[src/rtl/reg_port_arbiter_4way.sv]
// Round-robin owner selection for the shared register-file write port; drives the 4-way mux select.
// Optional burst limiting is compiled in with `define ARB_BURST_LIMIT_EN (preempts an owner after MAX_BURST cycles).
module reg_port_arbiter_4way #(
  parameter int NUM_REQ   = 4,
  parameter int MAX_BURST = 4
) (
  input  logic               clk,
  input  logic               reset,
  input  logic [NUM_REQ-1:0] req,
  output logic [NUM_REQ-1:0] gnt,
  output logic [1:0]         sel,
  output logic               port_valid,
  output logic               owner_changed
);

  typedef enum logic [0:0] {IDLE = 1'b0, GRANT = 1'b1} state_t;

  if (NUM_REQ != 4) begin : g_bad_num_req
    $error("reg_port_arbiter_4way supports NUM_REQ == 4 only");
  end
  if ((MAX_BURST < 1) || (MAX_BURST > 15)) begin : g_bad_max_burst
    $error("reg_port_arbiter_4way needs MAX_BURST in 1..15");
  end

  // First set bit at or after last+1, wrapping; returns {found, index}.
  function automatic logic [2:0] rr_pick(input logic [NUM_REQ-1:0] r, input logic [1:0] last);
    logic [1:0] idx;
    rr_pick = 3'b000;
    for (int k = NUM_REQ - 1; k >= 0; k--) begin
      idx = last + 2'(k + 1);
      if (r[idx]) begin
        rr_pick = {1'b1, idx};
      end
    end
  endfunction

  state_t             state_r, state_s;
  logic [NUM_REQ-1:0] gnt_r, gnt_s;
  logic [1:0]         sel_r, sel_s;
  logic               pv_r, pv_s;
  logic               oc_r, oc_s;
  logic [1:0]         last_owner_r, last_owner_s;
  logic               new_grant_s;
  logic [NUM_REQ-1:0] others_s;
  logic [2:0]         pick_all_s, pick_oth_s;
  logic               force_s;

  assign others_s   = req & ~(NUM_REQ'(1) << sel_r);
  assign pick_all_s = rr_pick(req, last_owner_r);
  assign pick_oth_s = rr_pick(others_s, last_owner_r);

`ifdef ARB_BURST_LIMIT_EN
  logic [3:0] burst_r, burst_s;

  // Preempt only when the tenure is used up and somebody else is actually waiting.
  assign force_s = (state_r == GRANT) && (burst_r == 4'(MAX_BURST - 1)) && (|others_s);

  // Owner-cycle counter: cleared on each new grant, wraps while the owner keeps the port.
  always_comb begin
    burst_s = 4'd0;
    if (new_grant_s) begin
      burst_s = 4'd0;
    end else if (state_s == GRANT) begin
      burst_s = (burst_r == 4'(MAX_BURST - 1)) ? 4'd0 : burst_r + 4'd1;
    end else begin
      burst_s = 4'd0;
    end
  end

  // Burst counter register.
  always_ff @(posedge clk) begin
    if (reset) begin
      burst_r <= 4'd0;
    end else begin
      burst_r <= burst_s;
    end
  end
`else
  assign force_s = 1'b0;
`endif

  // Next owner decision; in GRANT, last_owner_r equals the current owner held in sel_r.
  always_comb begin
    state_s      = state_r;
    gnt_s        = gnt_r;
    sel_s        = sel_r;
    pv_s         = pv_r;
    oc_s         = 1'b0;
    last_owner_s = last_owner_r;
    new_grant_s  = 1'b0;
    case (state_r)
      IDLE: begin
        if (pick_all_s[2]) begin
          state_s      = GRANT;
          gnt_s        = NUM_REQ'(1) << pick_all_s[1:0];
          sel_s        = pick_all_s[1:0];
          pv_s         = 1'b1;
          oc_s         = 1'b1;
          last_owner_s = pick_all_s[1:0];
          new_grant_s  = 1'b1;
        end else begin
          gnt_s = '0;
          pv_s  = 1'b0;
        end
      end
      GRANT: begin
        if (req[sel_r] && !force_s) begin
          pv_s = 1'b1;
        end else if (pick_oth_s[2]) begin
          gnt_s        = NUM_REQ'(1) << pick_oth_s[1:0];
          sel_s        = pick_oth_s[1:0];
          pv_s         = 1'b1;
          oc_s         = 1'b1;
          last_owner_s = pick_oth_s[1:0];
          new_grant_s  = 1'b1;
        end else if (req[sel_r]) begin
          pv_s = 1'b1;
        end else begin
          state_s = IDLE;
          gnt_s   = '0;
          pv_s    = 1'b0;
        end
      end
      default: begin
        state_s = IDLE;
        gnt_s   = '0;
        pv_s    = 1'b0;
      end
    endcase
  end

  // Output and ownership registers; last_owner resets to 3 so requester 0 wins first.
  always_ff @(posedge clk) begin
    if (reset) begin
      state_r      <= IDLE;
      gnt_r        <= '0;
      sel_r        <= 2'b00;
      pv_r         <= 1'b0;
      oc_r         <= 1'b0;
      last_owner_r <= 2'd3;
    end else begin
      state_r      <= state_s;
      gnt_r        <= gnt_s;
      sel_r        <= sel_s;
      pv_r         <= pv_s;
      oc_r         <= oc_s;
      last_owner_r <= last_owner_s;
    end
  end

  assign gnt           = gnt_r;
  assign sel           = sel_r;
  assign port_valid    = pv_r;
  assign owner_changed = oc_r;

endmodule

[config.mk]
export PLATFORM = sky130hd
export DESIGN_NAME = reg_port_arbiter_4way
export DESIGN_NICKNAME = d
export VERILOG_FILES = /design/src/rtl/reg_port_arbiter_4way.sv
export SDC_FILE = /design/constraint.sdc
export NUM_CORES = 1
export LEC_CHECK = 0
export CAP_MARGIN = 20
export CORE_MARGIN = 3
export CORE_UTILIZATION = 51
export CTS_CLUSTER_SIZE = 14
export DETAILED_ROUTE_END_ITERATION = 12
export PLACE_DENSITY = 0.74
export SYNTH_ARGS = -nofsm -noshare
export SYNTH_HDL_FRONTEND = slang
export SYNTH_SLANG_ARGS = --single-unit
[constraint.sdc]
create_clock -name clk -period 2.9 [get_ports clk]
set_clock_uncertainty 0.1 [all_clocks]
set_input_delay 0.29 -clock clk [delete_from_list [all_inputs] [get_ports clk]]
set_output_delay 0.29 -clock clk [all_outputs]
set_load 0.02 [all_outputs]
==> metrics <==
Worst Max-Slew Pin Slew=571.3 ps; Synth top area share=23.88%; post-placement cell count=128; Hold Crit Depth=2; Mapped Area=838.3 µm²; sequential-to-total area share from yosys stat=23.88%; fmax=0.4025 GHz; Rows=14; number of synthesized flops with an enable pin=0; post-synthesis register bit count=10; clock share of power=23.7%; Worst EP arrival=2570 ps; max-slew violations=0; hpwl dp=1394 µm; global placement routability congestion=0.8693; P&R area growth vs syn=17.31%; routed len/inst=14.02 µm; YS warnings=0; die area=0.002166 mm²; RR Startpoint=sel[1]; setup TNS=0 ps; Die Wd=46.54 µm; Core Area=0.001524 mm²; number of global-route vias before repair=688; P_int=0.0003329 W; crit path max fanout=9; worst-skew pair later-pin latency=270 ps; gr usage total=20.00%; CP Launch Point=req[2]; Max VDD drop=0.4577 mV; worst min path class=reg2reg; # hold bufs at CTS=0; CP Class=in2reg; Synth area leader=dfxtp_1; total grt overflow=0; Layout Nets=123; outcome=finished, final reports clean; WHS Endpoint=gnt[2]; Cells after Synth=107; first-pass GRT wire length=3111 µm; share of synthesized flip-flops with an asynchronous set or reset=0%; MaxCap Viol Count=0; top post-synthesis cells by area=dfxtp_1, a21oi_1, nor2_1; Mapped Nets=113; clk sinks=10; routed via count=817; RSZ-0062 raised after global routing=no; Reg clk slew, reported paths=60 ps; Top Family by Delay on Critical Path=simple AND/OR/NAND/NOR gates; R2R depth=6; final setup fails=0; DRT Pass-1 Iters=4; IO Port Bufs=13; Worst EP required=2980 ps; CTS tree=done; initial antenna violation count=0; Ant. Diodes=0; Slew headroom=61.86%; Buffers & Inverters on Critical Path=1; post-route ant nets=0; Final Hold Viols=0; period utilization=85.68%; Avg Cell Area, Syn=7.835 µm²; worst hold start=gnt[2]; Seq pwr share=36.8%; TritonCTS buffer count=3; slowest stage delay, CP=650 ps; Starting DRT DRC Count=28; slowest CP cell=clkdlybuf4s50_1; total wire length=1851 µm; crit path cell chain=clkdlybuf4s50_1 -> and2b_4 -> nor4_1 -> a2111oi_2 -> a211oi_2 -> or4_1 -> a311oi_2; CTS-repair resized insts=0; non-filler cells, final=132; flop2flop setup slack=450 ps; layout cells sized above 1=13.79%; Sw Ratio=36.09%; DRC viols=0; # IOs=14; startpoint types=input pin; die height=46.54 µm; CTS H-Tree Depth=1; Vias/cell=6.189; worst reg2reg path endpoint=gnt[0]; PwrDens=529.7 mW/mm²; setup repair bufs after CTS=0; Initial Util=55.01%; Distinct cells, synth=48; Setup crit end kind=flip-flop; Psw=0.0001880 W; largest net degree at the start of global routing=18; Leak Pwr=0.3727 nW; Final min period=2485 ps; ys flop type=dfxtp_1; clk buf depth=2; Power, Total=0.0005209 W; CTS root buffer=clkbuf_4; Comb pwr share=39.5%
==> cells by family after synthesis <==
logic type / share of synthesized area, %
compound gates: 27.31
xor+xnor: 1.045
buf+inv: 8.506
flops: 23.88
mux: 11.04
simple gates: 28.21
==> worst max-delay path by stage <==
stage	end	depth (start not counted)	slack, ps
after floorplan	gnt[0]	6	720
after global placement	gnt[0]	7	200
after detailed placement	gnt[0]	7	150
after CTS	gnt[0]	7	430
after global routing	sel[1]	7	240
final	gnt[0]	7	420
==> final cells by class <==
type	instances	area, µm²
multi-input combinational	83	566.8
fill	132	540.5
timing repair buffer	15	145.1
sequential	10	200.2
tap	16	20.02
inverter	4	15.01
clock buffer	4	36.28
==> power groups by stage <==
stage                     clock network (W)  logic, W  registers [W]
final                              0.000123  0.000206       0.000192
after global routing               0.000134  0.000226       0.000196
after CTS                          0.000127  0.000205       0.000191
after detailed placement                  0  0.000204       0.000195
after global placement                    0  0.000202       0.000193
after floorplan                           0  0.000158       0.000186
==> Yosys cell counts (2+ instances only) <==
master / instances
nor3_1: 6
buf_2: 6
a21oi_1: 10
nor2b_1: 3
inv_1: 3
nand2_1: 8
a22oi_1: 2
nand2b_1: 2
nor2_1: 10
nand3_1: 3
dfxtp_1: 10
nand3b_1: 2
mux2i_1: 3
a31oi_1: 3
o22ai_1: 3
==> flip-flops by register name (all words and copies together), names as in the netlist <==
name           cells
gnt                4
last_owner_r       2
sel                2
owner_changed      1
port_valid         1
==> placed cells by master (no fill, tap or decap), drive strengths merged, types with 2 or more instances in the layout <==
| cell | count |
|---|---|
| nand3b | 2 |
| inv | 4 |
| a31oi | 3 |
| nand3 | 3 |
| a311oi | 2 |
| o22ai | 3 |
| buf | 2 |
| nor2b | 3 |
| nand2b | 2 |
| nor2 | 11 |
| clkbuf | 4 |
| mux2i | 4 |
| a2111oi | 2 |
| mux4 | 2 |
| dfxtp | 10 |
| a22oi | 2 |
| or2 | 2 |
| a211oi | 2 |
| o21ai | 2 |
| a21oi | 10 |
| nand2 | 8 |
| nor3 | 6 |
| clkdlybuf4s50 | 13 |
==> through the flow <==
step | util [%] | setup slack [ps] | area (µm²) | hold WS [ps]
2_1_floorplan | - | 723.9 | 838.3 | 360.7
3_3_place_gp | 62.15 | 204.7 | 947.2 | 374.1
3_5_place_dp | 62.15 | 153.9 | 947.2 | 383.7
4_1_cts | 64.53 | 434.2 | 983.4 | 392.0
5_1_grt | 64.53 | 236.7 | 983.4 | 405.3
6_report | 64.53 | 415.2 | 983.4 | 387.4
==> worst register-to-register path: stages, from the launching register on <==
cell and delay (ps):
dfxtp_1 680, or2b_1 200, a22oi_1 80, o31a_1 360
nand2b_1 160, or4_1 540, a311oi_2 230
==> routing by layer <==
layer,GRT usage (%),up-vias,routed length [µm]
met3,5.859,0,119
met4,3.409,0,0
met5,0,-,0
met1,29.37,371,898
met2,28.85,27,833
li1,-,419,-
Note: power is estimated with default switching activity, not from simulation.
